### src/rtl/wb_load_unit_pkg.sv
// Shared types and constants for the write-back load unit: load-size and
// error-code encodings, FSM states, zero constants and the alignment check.
package wb_load_unit_pkg;

   localparam logic [31:0] ZERO_WORD  = 32'h0000_0000;
   localparam logic [63:0] ZERO_DWORD = 64'h0000_0000_0000_0000;

   typedef enum logic [1:0] {
      LSIZE_BYTE = 2'b00,
      LSIZE_HALF = 2'b01,
      LSIZE_WORD = 2'b10,
      LSIZE_RSVD = 2'b11
   } lsize_e;

   typedef enum logic [1:0] {
      ERR_NONE     = 2'b00,
      ERR_MISALIGN = 2'b01,
      ERR_TIMEOUT  = 2'b10,
      ERR_SIZE     = 2'b11
   } errcode_e;

   typedef enum logic {
      ST_IDLE = 1'b0,
      ST_WAIT = 1'b1
   } state_e;

   // A reserved size takes precedence over a misalignment report.
   function automatic errcode_e load_check(input logic [1:0] lsize, input logic [1:0] loff);
      if (lsize == LSIZE_RSVD)                    return ERR_SIZE;
      if (lsize == LSIZE_HALF && loff[0])         return ERR_MISALIGN;
      if (lsize == LSIZE_WORD && loff != 2'b00)   return ERR_MISALIGN;
      return ERR_NONE;
   endfunction

endpackage

### src/rtl/wb_load_align.sv
// Combinational extract/extend of load data. The memory word is first put
// into little-endian lane order, so byte/half selection is one indexed slice.
module wb_load_align
   import wb_load_unit_pkg::*;
#(
   parameter bit BIG_ENDIAN = 1'b1
) (
   input  logic [31:0] dm,
   input  logic [1:0]  lsize,
   input  logic        lsign,
   input  logic [1:0]  loff,
   output logic [31:0] data
);

   logic [31:0] lanes;
   logic [7:0]  byte_sel;
   logic [15:0] half_sel;

   // With byte 0 in the top lane, a full byte swap yields lane order 0..3 from LSB.
   assign lanes    = BIG_ENDIAN ? {dm[7:0], dm[15:8], dm[23:16], dm[31:24]} : dm;
   assign byte_sel = lanes[{loff, 3'b000} +: 8];
   assign half_sel = loff[1] ? lanes[31:16] : lanes[15:0];

   always_comb begin
      case (lsize)
         LSIZE_BYTE: data = {{24{lsign & byte_sel[7]}}, byte_sel};
         LSIZE_HALF: data = {{16{lsign & half_sel[15]}}, half_sel};
         default:    data = lanes;
      endcase
   end

endmodule

### src/rtl/wb_load_unit.sv
// Write-back stage with a blocking load wait (IDLE/WAIT FSM).
// Optional load-wait timeout is enabled by defining WB_LOAD_TIMEOUT_EN.
module wb_load_unit
   import wb_load_unit_pkg::*;
#(
   parameter bit BIG_ENDIAN     = 1'b1,
   parameter int TIMEOUT_CYCLES = 64
) (
   input  logic        cpu_clk_50M,
   input  logic        cpu_rst,
   input  logic        wb_valid_i,
   output logic        wb_ready_o,
   input  logic [4:0]  wb_wa_i,
   input  logic        wb_wreg_i,
   input  logic [31:0] wb_dreg_i,
   input  logic        wb_mreg_i,
   input  logic [1:0]  wb_lsize_i,
   input  logic        wb_lsign_i,
   input  logic [1:0]  wb_loff_i,
   input  logic        wb_whilo_i,
   input  logic [63:0] wb_hilo_i,
   input  logic        wb_flush_i,
   input  logic        dm_valid_i,
   input  logic [31:0] dm_i,
   output logic [4:0]  wb_wa_o,
   output logic        wb_wreg_o,
   output logic [31:0] wb_wd_o,
   output logic        wb_whilo_o,
   output logic [63:0] wb_hilo_o,
   output logic        wb_err_o,
   output logic [1:0]  wb_errcode_o
);

   state_e      state_q, state_d;
   logic [4:0]  wa_q;
   logic        wreg_q, lsign_q, whilo_q;
   logic [1:0]  lsize_q, loff_q;
   logic [63:0] hilo_q;

   logic [4:0]  wa_d;
   logic        wreg_d, whilo_d, err_d;
   logic [31:0] wd_d;
   logic [63:0] hilo_d;
   logic [1:0]  errcode_d;
   logic        accept, load_start, timeout;
   errcode_e    chk;
   logic [31:0] load_data;

   assign wb_ready_o = (state_q == ST_IDLE) && !cpu_rst;
   assign accept     = wb_valid_i && wb_ready_o && !wb_flush_i;
   assign chk        = load_check(wb_lsize_i, wb_loff_i);

   wb_load_align #(.BIG_ENDIAN(BIG_ENDIAN)) u_align (
      .dm    (dm_i),
      .lsize (lsize_q),
      .lsign (lsign_q),
      .loff  (loff_q),
      .data  (load_data)
   );

`ifdef WB_LOAD_TIMEOUT_EN
   localparam int CNT_W = $clog2(TIMEOUT_CYCLES + 1);
   logic [CNT_W-1:0] wait_cnt;

   always_ff @(posedge cpu_clk_50M or posedge cpu_rst) begin
      if (cpu_rst)                wait_cnt <= '0;
      else if (load_start)        wait_cnt <= '0;
      else if (state_q == ST_WAIT) wait_cnt <= wait_cnt + 1'b1;
   end

   // Fires in the last of TIMEOUT_CYCLES cycles spent in WAIT.
   assign timeout = (state_q == ST_WAIT) && (wait_cnt == CNT_W'(TIMEOUT_CYCLES - 1));
`else
   // No counter in this build; the constant compare keeps the parameter referenced.
   assign timeout = (TIMEOUT_CYCLES < 0);
`endif

   always_comb begin
      // NOTE: every combinational output is defaulted first so no latch is inferred.
      state_d    = state_q;
      wa_d       = wb_wa_o;
      wd_d       = wb_wd_o;
      hilo_d     = wb_hilo_o;
      errcode_d  = wb_errcode_o;
      wreg_d     = 1'b0;
      whilo_d    = 1'b0;
      err_d      = 1'b0;
      load_start = 1'b0;

      if (wb_flush_i) begin
         state_d = ST_IDLE;
      end else begin
         case (state_q)
            ST_IDLE: begin
               if (accept) begin
                  if (!wb_mreg_i) begin
                     wa_d    = wb_wa_i;
                     wreg_d  = wb_wreg_i && (wb_wa_i != 5'd0);
                     wd_d    = wb_dreg_i;
                     whilo_d = wb_whilo_i;
                     hilo_d  = wb_hilo_i;
                  end else if (chk != ERR_NONE) begin
                     err_d     = 1'b1;
                     errcode_d = chk;
                  end else begin
                     load_start = 1'b1;
                     state_d    = ST_WAIT;
                  end
               end
            end
            ST_WAIT: begin
               if (dm_valid_i) begin
                  wa_d    = wa_q;
                  wreg_d  = wreg_q && (wa_q != 5'd0);
                  wd_d    = load_data;
                  whilo_d = whilo_q;
                  hilo_d  = hilo_q;
                  state_d = ST_IDLE;
               end else if (timeout) begin
                  err_d     = 1'b1;
                  errcode_d = ERR_TIMEOUT;
                  state_d   = ST_IDLE;
               end
            end
            default: state_d = ST_IDLE;
         endcase
      end
   end

   // NOTE: sequential state uses non-blocking assignments only.
   always_ff @(posedge cpu_clk_50M or posedge cpu_rst) begin
      if (cpu_rst) begin
         state_q      <= ST_IDLE;
         wb_wa_o      <= '0;
         wb_wreg_o    <= 1'b0;
         wb_wd_o      <= ZERO_WORD;
         wb_whilo_o   <= 1'b0;
         wb_hilo_o    <= ZERO_DWORD;
         wb_err_o     <= 1'b0;
         wb_errcode_o <= ERR_NONE;
         wa_q         <= '0;
         wreg_q       <= 1'b0;
         lsize_q      <= LSIZE_BYTE;
         lsign_q      <= 1'b0;
         loff_q       <= 2'b00;
         whilo_q      <= 1'b0;
         hilo_q       <= ZERO_DWORD;
      end else begin
         state_q      <= state_d;
         wb_wa_o      <= wa_d;
         wb_wreg_o    <= wreg_d;
         wb_wd_o      <= wd_d;
         wb_whilo_o   <= whilo_d;
         wb_hilo_o    <= hilo_d;
         wb_err_o     <= err_d;
         wb_errcode_o <= errcode_d;
         if (load_start) begin
            wa_q    <= wb_wa_i;
            wreg_q  <= wb_wreg_i;
            lsize_q <= wb_lsize_i;
            lsign_q <= wb_lsign_i;
            loff_q  <= wb_loff_i;
            whilo_q <= wb_whilo_i;
            hilo_q  <= wb_hilo_i;
         end
      end
   end

endmodule

### config.mk
export PLATFORM = sky130hd
export DESIGN_NAME = wb_load_unit
export DESIGN_NICKNAME = d
export VERILOG_FILES = /design/src/rtl/wb_load_unit_pkg.sv /design/src/rtl/wb_load_align.sv /design/src/rtl/wb_load_unit.sv
export SDC_FILE = /design/constraint.sdc
export NUM_CORES = 1
export LEC_CHECK = 0
export BUFFER_PORTS_ARGS = -buffer_cell sky130_fd_sc_hd__buf_2
export CAP_MARGIN = 20
export CORE_MARGIN = 5
export CORE_UTILIZATION = 55
export CTS_BUF_LIST = sky130_fd_sc_hd__clkbuf_8
export CTS_CLUSTER_DIAMETER = 150
export DETAILED_ROUTE_END_ITERATION = 16
export PLACE_DENSITY = 0.94
export SLEW_MARGIN = 20
export SYNTH_ARGS = -nofsm -noshare
export SYNTH_HDL_FRONTEND = slang
export SYNTH_SLANG_ARGS = --single-unit
### constraint.sdc
create_clock -name cpu_clk_50M -period 12.2 [get_ports cpu_clk_50M]
set_input_delay 3.66 -clock cpu_clk_50M [delete_from_list [all_inputs] [get_ports cpu_clk_50M]]
set_output_delay 3.66 -clock cpu_clk_50M [all_outputs]
set_load 0.03 [all_outputs]
==> impl_metrics.yaml <==
worst_setup_path:
  worst-endpoint-required_ns: 8.54
  r2r_slack_ns: 8.67
  worstReg2RegEnd: "whilo_q"
  arrival_ns: 4.15
  critPathLaunchType: "input pin"
  cp-end-kind: "primary output"
  critical_path_class: "input pin to primary output"
  critPathMaxFanout: 3
  reg2reg_from: "state_q"
  reg2reg_depth: 5
sta:
  timing.fmax_mhz: 128
  period_needed_ns: 7.81
  skew_ns: 0.0128
  slew_headroom: 0.256
  grt_setup_unrepaired: "false"
  setup_tns_ns: 0
  slew_violations: 0
  timing.final.hold_violations: 0
  period_share: 0.640
  worst_pin_slew_ns: 1.12
  setup_violations: 0
logic_synthesis:
  synth_area_leader_cell: "dfrtp_1"
  synth_common_cells: "183 x dfrtp_1, 139 x mux2i_1, 113 x nand2_1, 98 x nor2_1, 85 x o21ai_0"
  ys_async_sr_fraction: 1.00
  avgSynthCellArea_sq_um: 9.99
  yosysMostFrequentCell: "dfrtp_1"
  ys_seq_area_frac: 0.526
  yosys_register_bits: 183
  ys_top_cells_by_area: "dfrtp_1 53%, mux2i_1 16%, o21ai_0 4.9%"
  synth_top_area_share: 0.526
  synth_ff_type: "dfrtp_1"
  synth_nets: 1017
  synthesis.area_sq_um: 8700
  synth_cell_type_count: 38
  synth_edf_count: 0
  yosys_warnings: 0
  syn_inst: 871
floorplan:
  core_area_sq_um: 15700
  rows: 46
  die_h_um: 136
  die-width_um: 136
  ioPinCount: 253
  start_util: 0.554
  dieArea_sq_um: 18400
place:
  routabilityCongestion: 0.840
  portBuffers: 252
  post-dp-hpwl_mm: 15.5
pwr:
  power.density_nw_per_um2: 164
  pwr-share-comb: 0.289
  p_int_mw: 1.06
  p_leak_nw: 4.94
  peakVddDrop_uv: 108
  pwr-share-clk: 0.216
  p_total_mw: 1.70
  swShare: 0.376
  net-switching-power_mw: 0.642
  p_seq_frac: 0.495
route:
  wire_per_inst_um: 16.7
  vias: 7135
  vias_per_cell: 5.41
  wl_mm: 22.1
  ant_nets: 0
  drt_iter0_drc: 491
  route.detailed.drc: 0
  dr.pass1.iters: 4
final_layout:
  antenna_cells: 0
  drive_gt1_frac: 0.289
  area_growth_pct: 19.5
  nNetsFinal: 1236
clock_tree:
  insertion_delay_ns: 0.44
  numCtsBuffers: 17
  ctsResizeCount: 0
  cts_hold_buf: 0
  cts_buffer_depth: 2
  clockRootBuffer: "clkbuf_8"
  cts_tree: "yes"
  numClockSinks: 183
  postCtsSetupBuffers: 0
  clkTransAtPathRegs_ns: 0.08
  ctsHtreeMaxLevel: 4
grt:
  grt_pass1_vias: 7016
  antenna_found_initial: 0
  grt_pass1_wl_mm: 35.5
  grt_max_degree: 106
  track_usage: 0.243
  overflow: 0
min_path:
  hold_path_end: "wb_wd_o[3]"
  hold_path.startpoint: "wb_wd_o[3]"
  min_path_cells: 2
  hp-class: "register to register"
run:
  cap_violations: 0
run_status:
  status: "completed"
## critical path, stage by stage
cell,delay (ns)
buf_2,0.14
nor2_1,0.12
buf_2,0.22
## layer usage
metal	track usage	wire length [um]
met1	0.329	9230
met2	0.391	10600
met3	0.0639	1890
met4	0.0644	359
met5	0	0
## how the worst max path moves through the flow
stage	start	end	slack, ns	cells past startpoint
after floorplan	cpu_rst	hilo_q[0]	3.57	1
after detailed placement	cpu_rst	wb_ready_o	4.39	3
after global routing	cpu_rst	wb_ready_o	4.37	3
after global placement	cpu_rst	wb_ready_o	4.40	3
final	cpu_rst	wb_ready_o	4.39	3
after CTS	cpu_rst	wb_ready_o	4.39	3
## per-stage QoR
step	area, sq um	utilization	worst slack [ns]	instances	hold WS [ns]
finish	10400	0.661	4.39	1318	0.480
global route	10400	0.661	4.37	1318	0.506
CTS	10400	0.660	4.39	1317	0.485
detailed placement	10000	0.638	4.39	1286	0.465
global placement	10000	0.638	4.40	1286	0.458
floorplan	8700	-	3.57	871	0.458
## sequential cells by signal, summed over array words and instances (netlist names), 2 cells and up
name / count
wb_hilo_o: 64
wb_wd_o: 32
wa_q: 5
lsize_q: 2
loff_q: 2
wb_wa_o: 5
wb_errcode_o: 2
hilo_q: 64
## cell type report
class                      count  area, sq um
tap                          216          270
timing repair buffer         259         1330
clock inverter                13         96.3
sequential                   183         4580
fill                        1261         5320
multi-input combinational    559         3600
inverter                      70          270
clock buffer                  18          248
## kinds of logic after synthesis
logic type	share of synthesized area
muxes	0.189
DFF	0.526
and+or+nand+nor	0.120
AOI/OAI and AO/OA	0.103
buffers and inverters	0.0621
## power by group through the flow
stage	registers [mW]	clock network [mW]	logic [mW]
after floorplan	0.976	0	0.195
after global placement	0.847	0	0.476
after detailed placement	0.854	0	0.497
after CTS	0.844	0.380	0.497
after global routing	0.862	0.409	0.540
final	0.844	0.368	0.493
## cell usage in the layout (no fill, tap or decap), types with 2 or more instances in the layout
cell | Yosys | layout
inv_1 | 70 | 69
mux2_1 | 4 | 4
clkbuf_8 | 0 | 18
nand4_1 | 2 | 2
nand2_1 | 113 | 113
a211oi_1 | 17 | 17
buf_2 | 21 | 252
a21oi_1 | 9 | 9
a221oi_1 | 15 | 15
mux2i_1 | 139 | 139
inv_6 | 0 | 5
nand4b_1 | 2 | 2
dfrtp_1 | 183 | 182
buf_4 | 4 | 6
nor2b_1 | 13 | 12
clkinvlp_4 | 0 | 5
nor2_1 | 98 | 98
o21ba_2 | 2 | 2
mux2_2 | 17 | 17
clkinv_2 | 0 | 3
o21ai_0 | 85 | 85
o22ai_1 | 9 | 9
o211ai_1 | 2 | 2
nor3_1 | 17 | 17
No activity file was read; power rests on OpenSTA's default activity.
